## src/rtl/vec_cmd_sequencer_if.sv

```systemverilog
// CFU command/response handshake plus the datapath control bundle of the vector sequencer.
// Combinational wiring only; no latency of its own.
// Backpressure comes from cmd_ready and rsp_ready, which are carried here.
interface vec_cmd_sequencer_if #(
  parameter int IDX_W = 5
);
  logic             cmd_valid;
  logic             cmd_ready;
  logic [9:0]       cmd_payload_function_id;
  logic [31:0]      cmd_payload_inputs_0;
  logic [31:0]      cmd_payload_inputs_1;
  logic             rsp_valid;
  logic             rsp_ready;
  logic [31:0]      rsp_payload_outputs_0;
  logic [31:0]      bus_lo;
  logic [IDX_W-1:0] reg_op0_sel;
  logic [IDX_W-1:0] reg_op1_sel;
  logic [IDX_W-1:0] reg_wb_sel;
  logic             reg_load;
  logic             alu_op1_sel;
  logic [1:0]       alu_mode;
  logic [7:0]       alu_imm;
  logic [1:0]       bus_sel;
  logic [2:0]       vlmul;

  // CPU side and datapath stimulus: drives commands and bus data, observes controls
  modport master (
    output cmd_valid, cmd_payload_function_id, cmd_payload_inputs_0, cmd_payload_inputs_1,
    output rsp_ready, bus_lo,
    input  cmd_ready, rsp_valid, rsp_payload_outputs_0,
    input  reg_op0_sel, reg_op1_sel, reg_wb_sel, reg_load,
    input  alu_op1_sel, alu_mode, alu_imm, bus_sel, vlmul
  );

  // Sequencer side
  modport slave (
    input  cmd_valid, cmd_payload_function_id, cmd_payload_inputs_0, cmd_payload_inputs_1,
    input  rsp_ready, bus_lo,
    output cmd_ready, rsp_valid, rsp_payload_outputs_0,
    output reg_op0_sel, reg_op1_sel, reg_wb_sel, reg_load,
    output alu_op1_sel, alu_mode, alu_imm, bus_sel, vlmul
  );
endinterface

```

## src/rtl/vec_cmd_sequencer.sv

```systemverilog
// Vector CFU command sequencer: owns vlmul, issues one register-group beat per cycle (LMUL beats).
// Latency: accept at cycle 0, beats 1..N, response from N+1; VSETVL/NOP respond at cycle 1.
// Backpressure: one command in flight; cmd_ready low in EXEC/RESP, response held until rsp_ready.
// Optional VSEQ_ALIGN_CHECK_EN: misaligned non-accumulator groups answer FFFF_FFFF with no beats.
module vec_cmd_sequencer #(
  parameter int         NREGS     = 32,
  parameter int         IDX_W     = 5,
  parameter int         CNT_W     = 4,
  parameter logic [2:0] VLMUL_RST = 3'd0
) (
  input logic               clk,
  input logic               reset,
  vec_cmd_sequencer_if.slave cfu
);

  typedef enum logic [1:0] {S_IDLE, S_EXEC, S_RESP} state_e;

  localparam logic [2:0] OP_VSETVL = 3'd0;
  localparam logic [2:0] OP_ALUVV  = 3'd1;
  localparam logic [2:0] OP_ALUVI  = 3'd2;
  localparam logic [2:0] OP_MUL    = 3'd3;
  localparam logic [2:0] OP_BACC   = 3'd4;
  localparam logic [2:0] OP_GACC   = 3'd5;

  state_e state_q, state_d;

  logic [2:0]       op_q, op_d;
  logic [1:0]       mode_q, mode_d;
  logic [7:0]       imm_q, imm_d;
  logic [IDX_W-1:0] vd_q, vd_d;
  logic [IDX_W-1:0] vs0_q, vs0_d;
  logic [IDX_W-1:0] vs1_q, vs1_d;
  logic [CNT_W-1:0] beat_q, beat_d;
  logic [CNT_W-1:0] last_q, last_d;
  logic [31:0]      rsp_q, rsp_d;
  logic [2:0]       vlmul_q, vlmul_d;

  // Decode of the command currently offered
  logic             accept;
  logic [2:0]       cmd_op;
  logic [IDX_W-1:0] cmd_vd, cmd_vs0, cmd_vs1;
  logic             cmd_is_acc;
  logic             cmd_is_exec;
  logic [CNT_W-1:0] lmul_beats;
  logic [CNT_W-1:0] cmd_beats;
  logic             cmd_misalign;
  logic             vset_vill;
  logic [2:0]       vset_vlmul;
  logic             last_beat;

  assign accept      = (state_q == S_IDLE) && cfu.cmd_valid;
  assign cmd_op      = cfu.cmd_payload_function_id[2:0];
  assign cmd_vd      = cfu.cmd_payload_inputs_0[IDX_W-1:0];
  assign cmd_vs0     = cfu.cmd_payload_inputs_0[5 +: IDX_W];
  assign cmd_vs1     = cfu.cmd_payload_inputs_0[10 +: IDX_W];
  assign cmd_is_acc  = (cmd_op == OP_BACC) || (cmd_op == OP_GACC);
  assign cmd_is_exec = (cmd_op >= OP_ALUVV) && (cmd_op <= OP_GACC);
  assign lmul_beats  = CNT_W'(1) << vlmul_q[1:0];
  // Accumulators collapse the group into a single beat regardless of LMUL
  assign cmd_beats   = cmd_is_acc ? CNT_W'(1) : lmul_beats;
  // vtype values 4..7 are illegal: flag vill and fall back to LMUL=1
  assign vset_vill   = cfu.cmd_payload_inputs_0[2];
  assign vset_vlmul  = vset_vill ? 3'd0 : {1'b0, cfu.cmd_payload_inputs_0[1:0]};
  assign last_beat   = (beat_q == last_q);

`ifdef VSEQ_ALIGN_CHECK_EN
  logic [IDX_W-1:0] align_mask;
  assign align_mask   = IDX_W'(lmul_beats - CNT_W'(1));
  assign cmd_misalign = cmd_is_exec && !cmd_is_acc &&
                        (((cmd_vd | cmd_vs0 | cmd_vs1) & align_mask) != '0);
`else
  assign cmd_misalign = 1'b0;
`endif

  // Fields of the command words this block never looks at
  logic unused_bits;
  assign unused_bits = ^{cfu.cmd_payload_function_id[9:5],
                         cfu.cmd_payload_inputs_0[31:10+IDX_W],
                         cfu.cmd_payload_inputs_1[31:8]};

  // Register index of a beat, wrapping modulo the register file size
  function automatic logic [IDX_W-1:0] idx_add(input logic [IDX_W-1:0] base,
                                               input logic [CNT_W-1:0] k);
    logic [IDX_W+CNT_W-1:0] sum;
    sum = {{CNT_W{1'b0}}, base} + {{IDX_W{1'b0}}, k};
    return IDX_W'(sum % NREGS);
  endfunction

  // State register
  always_ff @(posedge clk or posedge reset) begin
    if (reset) state_q <= S_IDLE;
    else       state_q <= state_d;
  end

  // Next state: exec ops run their beats, everything else answers immediately
  always_comb begin
    state_d = state_q;
    case (state_q)
      S_IDLE: if (accept) state_d = (cmd_is_exec && !cmd_misalign) ? S_EXEC : S_RESP;
      S_EXEC: if (last_beat) state_d = S_RESP;
      S_RESP: if (cfu.rsp_ready) state_d = S_IDLE;
      default: state_d = S_IDLE;
    endcase
  end

  // Datapath next values: latch the command on accept, step beats, capture the result
  always_comb begin
    op_d    = op_q;
    mode_d  = mode_q;
    imm_d   = imm_q;
    vd_d    = vd_q;
    vs0_d   = vs0_q;
    vs1_d   = vs1_q;
    beat_d  = beat_q;
    last_d  = last_q;
    rsp_d   = rsp_q;
    vlmul_d = vlmul_q;
    case (state_q)
      S_IDLE: begin
        if (accept) begin
          op_d   = cmd_op;
          mode_d = cfu.cmd_payload_function_id[4:3];
          imm_d  = cfu.cmd_payload_inputs_1[7:0];
          vd_d   = cmd_vd;
          vs0_d  = cmd_vs0;
          vs1_d  = cmd_vs1;
          beat_d = '0;
          last_d = cmd_beats - CNT_W'(1);
          if (cmd_op == OP_VSETVL) begin
            vlmul_d = vset_vlmul;
            rsp_d   = {vset_vill, 28'd0, vset_vlmul};
          end else if (cmd_misalign) begin
            rsp_d = 32'hFFFF_FFFF;
          end else begin
            rsp_d = 32'd0;
          end
        end
      end
      S_EXEC: begin
        beat_d = beat_q + CNT_W'(1);
        if (last_beat) rsp_d = cfu.bus_lo;
      end
      default: ;
    endcase
  end

  // Datapath registers
  always_ff @(posedge clk or posedge reset) begin
    if (reset) begin
      op_q    <= '0;
      mode_q  <= '0;
      imm_q   <= '0;
      vd_q    <= '0;
      vs0_q   <= '0;
      vs1_q   <= '0;
      beat_q  <= '0;
      last_q  <= '0;
      rsp_q   <= '0;
      vlmul_q <= VLMUL_RST;
    end else begin
      op_q    <= op_d;
      mode_q  <= mode_d;
      imm_q   <= imm_d;
      vd_q    <= vd_d;
      vs0_q   <= vs0_d;
      vs1_q   <= vs1_d;
      beat_q  <= beat_d;
      last_q  <= last_d;
      rsp_q   <= rsp_d;
      vlmul_q <= vlmul_d;
    end
  end

  assign cfu.vlmul = vlmul_q;

  // Outputs: controls live only in EXEC, response only in RESP, all zero otherwise
  always_comb begin
    cfu.cmd_ready             = 1'b0;
    cfu.rsp_valid             = 1'b0;
    cfu.rsp_payload_outputs_0 = 32'd0;
    cfu.reg_op0_sel           = '0;
    cfu.reg_op1_sel           = '0;
    cfu.reg_wb_sel            = '0;
    cfu.reg_load              = 1'b0;
    cfu.alu_op1_sel           = 1'b0;
    cfu.alu_mode              = 2'd0;
    cfu.alu_imm               = 8'd0;
    cfu.bus_sel               = 2'b00;
    case (state_q)
      S_IDLE: cfu.cmd_ready = 1'b1;
      S_EXEC: begin
        cfu.reg_op0_sel = idx_add(vs0_q, beat_q);
        cfu.reg_op1_sel = idx_add(vs1_q, beat_q);
        cfu.reg_wb_sel  = idx_add(vd_q, beat_q);
        cfu.reg_load    = 1'b1;
        cfu.alu_op1_sel = (op_q == OP_ALUVI);
        cfu.alu_mode    = mode_q;
        cfu.alu_imm     = imm_q;
        case (op_q)
          OP_ALUVV, OP_ALUVI: cfu.bus_sel = 2'b01;
          OP_MUL:             cfu.bus_sel = 2'b10;
          OP_BACC:            cfu.bus_sel = 2'b11;
          default:            cfu.bus_sel = 2'b00;
        endcase
      end
      S_RESP: begin
        cfu.rsp_valid             = 1'b1;
        cfu.rsp_payload_outputs_0 = rsp_q;
      end
      default: ;
    endcase
  end

endmodule
```

## src/flat_wrapper.sv

```systemverilog
// flat-port wrapper written by rule: the top's interface ports become plain ports
module vec_cmd_sequencer_flat 
#(
  parameter int         NREGS     = 32,
  parameter int         IDX_W     = 5,
  parameter int         CNT_W     = 4,
  parameter logic [2:0] VLMUL_RST = 3'd0
)
  (clk, reset, cfu_cmd_valid, cfu_cmd_payload_function_id, cfu_cmd_payload_inputs_0, cfu_cmd_payload_inputs_1, cfu_rsp_ready, cfu_bus_lo, cfu_cmd_ready, cfu_rsp_valid, cfu_rsp_payload_outputs_0, cfu_reg_op0_sel, cfu_reg_op1_sel, cfu_reg_wb_sel, cfu_reg_load, cfu_alu_op1_sel, cfu_alu_mode, cfu_alu_imm, cfu_bus_sel, cfu_vlmul);
  vec_cmd_sequencer_if #(.IDX_W(IDX_W)) cfu_i ();
  input logic clk;
  input logic reset;
  input wire logic [$bits(cfu_i.cmd_valid)-1:0] cfu_cmd_valid;
  input wire logic [$bits(cfu_i.cmd_payload_function_id)-1:0] cfu_cmd_payload_function_id;
  input wire logic [$bits(cfu_i.cmd_payload_inputs_0)-1:0] cfu_cmd_payload_inputs_0;
  input wire logic [$bits(cfu_i.cmd_payload_inputs_1)-1:0] cfu_cmd_payload_inputs_1;
  input wire logic [$bits(cfu_i.rsp_ready)-1:0] cfu_rsp_ready;
  input wire logic [$bits(cfu_i.bus_lo)-1:0] cfu_bus_lo;
  output wire logic [$bits(cfu_i.cmd_ready)-1:0] cfu_cmd_ready;
  output wire logic [$bits(cfu_i.rsp_valid)-1:0] cfu_rsp_valid;
  output wire logic [$bits(cfu_i.rsp_payload_outputs_0)-1:0] cfu_rsp_payload_outputs_0;
  output wire logic [$bits(cfu_i.reg_op0_sel)-1:0] cfu_reg_op0_sel;
  output wire logic [$bits(cfu_i.reg_op1_sel)-1:0] cfu_reg_op1_sel;
  output wire logic [$bits(cfu_i.reg_wb_sel)-1:0] cfu_reg_wb_sel;
  output wire logic [$bits(cfu_i.reg_load)-1:0] cfu_reg_load;
  output wire logic [$bits(cfu_i.alu_op1_sel)-1:0] cfu_alu_op1_sel;
  output wire logic [$bits(cfu_i.alu_mode)-1:0] cfu_alu_mode;
  output wire logic [$bits(cfu_i.alu_imm)-1:0] cfu_alu_imm;
  output wire logic [$bits(cfu_i.bus_sel)-1:0] cfu_bus_sel;
  output wire logic [$bits(cfu_i.vlmul)-1:0] cfu_vlmul;
  assign cfu_i.cmd_valid = cfu_cmd_valid;
  assign cfu_i.cmd_payload_function_id = cfu_cmd_payload_function_id;
  assign cfu_i.cmd_payload_inputs_0 = cfu_cmd_payload_inputs_0;
  assign cfu_i.cmd_payload_inputs_1 = cfu_cmd_payload_inputs_1;
  assign cfu_i.rsp_ready = cfu_rsp_ready;
  assign cfu_i.bus_lo = cfu_bus_lo;
  assign cfu_cmd_ready = cfu_i.cmd_ready;
  assign cfu_rsp_valid = cfu_i.rsp_valid;
  assign cfu_rsp_payload_outputs_0 = cfu_i.rsp_payload_outputs_0;
  assign cfu_reg_op0_sel = cfu_i.reg_op0_sel;
  assign cfu_reg_op1_sel = cfu_i.reg_op1_sel;
  assign cfu_reg_wb_sel = cfu_i.reg_wb_sel;
  assign cfu_reg_load = cfu_i.reg_load;
  assign cfu_alu_op1_sel = cfu_i.alu_op1_sel;
  assign cfu_alu_mode = cfu_i.alu_mode;
  assign cfu_alu_imm = cfu_i.alu_imm;
  assign cfu_bus_sel = cfu_i.bus_sel;
  assign cfu_vlmul = cfu_i.vlmul;
  vec_cmd_sequencer #(.NREGS(NREGS), .IDX_W(IDX_W), .CNT_W(CNT_W), .VLMUL_RST(VLMUL_RST)) u_core (.clk(clk), .reset(reset), .cfu(cfu_i));
endmodule
```

## config.mk

```make
export PLATFORM = sky130hd
export DESIGN_NAME = vec_cmd_sequencer_flat
export DESIGN_NICKNAME = d
export VERILOG_FILES = /design/src/rtl/vec_cmd_sequencer_if.sv /design/src/rtl/vec_cmd_sequencer.sv /design/src/flat_wrapper.sv
export SDC_FILE = /design/constraint.sdc
export NUM_CORES = 1
export LEC_CHECK = 0
export CORE_AREA = 2 2 96 98
export DETAILED_ROUTE_END_ITERATION = 12
export DIE_AREA = 0 0 98 100
export GPL_ROUTABILITY_DRIVEN = 0
export PLACE_DENSITY = 0.85
export SYNTH_ARGS = -nofsm -noshare
export SYNTH_HDL_FRONTEND = slang
export SYNTH_SLANG_ARGS = --single-unit
```

## constraint.sdc

```tcl
create_clock -name clk -period 5.5 [get_ports clk]
set_input_delay 1.1 -clock clk [delete_from_list [all_inputs] [get_ports clk]]
set_output_delay 1.1 -clock clk [all_outputs]
set_load 0.05 [all_outputs]
```

==> impl_metrics.tcl <==
set metrics [dict create \
    layout_worst_path_cycle_share_pct 75.8 \
    clk_pin_slew_worst_paths_ps 90 \
    fillers 772 \
    area_growth_pct 39.3 \
    worstSetupPathType "register to output pin" \
    cts_root_buf "clkbuf_8" \
    postRouteAntennaNets 0 \
    syn_area_um2 3890 \
    critPathArrivalTime_ps 3070 \
    core_um2 8890 \
    antenna_cells 0 \
    start_kind "register" \
    synth_flop_cell "dfrtp_1" \
    skew_ps 15.1 \
    worstSkewPairLatency_ps 360 \
    crit_start "u_core.beat_q[0]" \
    synth_largest_area_cell "dfrtp_1" \
    crit_path_end_kind "output pin" \
    cts.sinks 72 \
    hold_class "register to register" \
    h-tree-depth 3 \
    fin_crit_ps 4170 \
    synthMuxAreaShare_pct 0.290 \
    synth_top_area_share_pct 46.3 \
    totalWireLength_um 9960 \
    cts-buffers-inserted 9 \
    crit_fanout 9 \
    drt_pre_antenna_iters 4 \
    die_area_um2 9800 \
    ctsHoldBuffers 0 \
    synth_fa_ha_area_share_pct 6.05 \
    yosysSeqAreaShare_pct 46.3 \
    max_freq_mhz 240 \
    grt_pass1_wl_um 17000 \
    synth_top_family_by_area "simple AND/OR/NAND/NOR gates" \
    utilization_pct 60.9 \
    r2r_start "u_core.beat_q[0]" \
    yosysWarnings 0 \
    status "finished clean" \
    synthTopCellsByCount "nand2_1, dfrtp_1, and2_1" \
    hpwl_um 6910 \
    num_rows 35 \
    grt_max_degree 65 \
    die_h_um 100 \
    rsz0062_at_grt "false" \
    io_buffers 128 \
    ctsResizeCount 0 \
    syn_area_per_cell_um2 8.74 \
    tightest_slew_ps 1230 \
    power_leakage_nw 2.41 \
    hold_viol 0 \
    synth_edf_count 0 \
    nNetsFinal 687 \
    synth-async-reset-ratio_pct 100 \
    final_layout_size_suffix_gt1_share_pct 6.02 \
    drt_iter0_markers 94 \
    slew_headroom_pct 17.8 \
    fin_tns_setup_ps 0 \
    slew_viol_final 0 \
    io_pins 176 \
    chipWidth_um 98 \
    grt-ovfl-total 0 \
    ys_ff_latch 72 \
    synth_nets 572 \
    synthDistinctLibCells 43 \
    ir_worst_vdd_uv 306 \
    setup_viol 0 \
    drc_errors 0 \
    grt_pass1_vias 3485 \
    synth-xor-area-share_pct 2.25 \
    hold_start "u_core.mode_q[1]" \
    cp_data_required_time_ps 4400 \
    viasPerCell 5.16 \
    post_drt_wl_per_cell_um 14.7 \
    power_density_nw_per_um2 505 \
    grt_usage_pct 21.4 \
    cts_tree "yes" \
    antenna_found_initial 0 \
    vias 3488 \
    cts_setup_buffers 0 \
    yosysMostFrequentCell "nand2_1" \
    synthSimpleGateAreaFrac_pct 29.6 \
    ys_top_cells_by_area "dfrtp_1, nand2_1, and2_1, ha_1, o21ai_1" \
    initial_utilization_pct 43.7 \
    clockBufferDepth 2 \
    syn_inst 445 \
    synth-compound-area-share_pct 10.2 \
    drv_cap 0 \
]
==> worst paths after layout <==
check | end | slack (ps) | cells after the start
setup / recovery | cfu_reg_op0_sel[4] | 1330 | 8
setup reg to reg | u_core.rsp_q[1] | 3130 | 4
hold reg to reg | u_core.mode_q[1] | 470 | 2
hold / removal | u_core.mode_q[1] | 470 | 2
max in group asynchronous | u_core.last_q[0] | 3320 | 3
min in group asynchronous | u_core.rsp_q[18] | 1180 | 2
==> critical path, stage by stage (launching register included) <==
cell and delay (ps):
dfrtp_1 560, ha_1 240, inv_1 60, fa_1 400, nor2b_1 160, o21ai_0 120
nor3b_1 160, nor3_1 170, clkdlybuf4s50_1 840
==> layout make-up <==
cell class	count	area, µm²	share of cell area, %
flip-flops and latches	72	1800	33.3
clock buffers	9	124	2.29
clock inverters	7	95.1	1.76
multi-input cells	332	1900	35.0
repair buffers	132	1310	24.2
well taps	111	139	2.56
inverters	13	48.8	0.901
==> power by group <==
part	leakage, nW	internal, W	switching, W
sequential	0.935	0.000709	0.000129
clock	0.110	0.000256	0.000216
combinational	1.37	0.000490	0.000933
==> placed cells by master (no fill, tap or decap), types with 6 or more instances in the layout <==
cell               n
a21o_1             6
and2_1            45
clkbuf_8           9
clkdlybuf4s50_1  128
dfrtp_1           72
ha_1              14
inv_1             11
nand2_1          114
nand3_1           29
nor2_1            13
nor2b_1            8
nor3_1             6
o21ai_0            9
o21ai_1           35
==> metrics by stage <==
stage          hold slack, ps  total power [W]  std cells  setup WS, ps  instance area [µm²]
3_3_place_gp              450          0.00222        660          1800                 5200
4_1_cts                   475          0.00276        676          1320                 5420
5_1_grt                   519          0.00293        676          1130                 5420
2_1_floorplan             437          0.00189        445          1930                 3890
6_report                  471          0.00273        676          1330                 5420
3_5_place_dp              454          0.00228        660          1750                 5200
==> cell families after synthesis <==
group                      Yosys count
and+or+nand+nor                    237
DFF                                 72
AOI/OAI and AO/OA                   66
buffers and inverters               41
adders and majority gates           17
xor gates and xnor gates            10
other                                1
muxes                                1
==> registers in the layout (all words and copies together) (netlist names), 3 cells and up <==
name and cells:
u_core.vd_q 5, u_core.beat_q 4, u_core.imm_q 8, u_core.last_q 4, u_core.vs0_q 5, u_core.op_q 3
u_core.rsp_q 32, u_core.vs1_q 5
==> routing by layer <==
metal	wire length (µm)	GRT usage [%]
met1	4390	27.7
met2	4770	34.8
met3	627	5.29
met4	172	8.44
met5	0	0
Note: power is estimated with default switching activity, not from simulation.
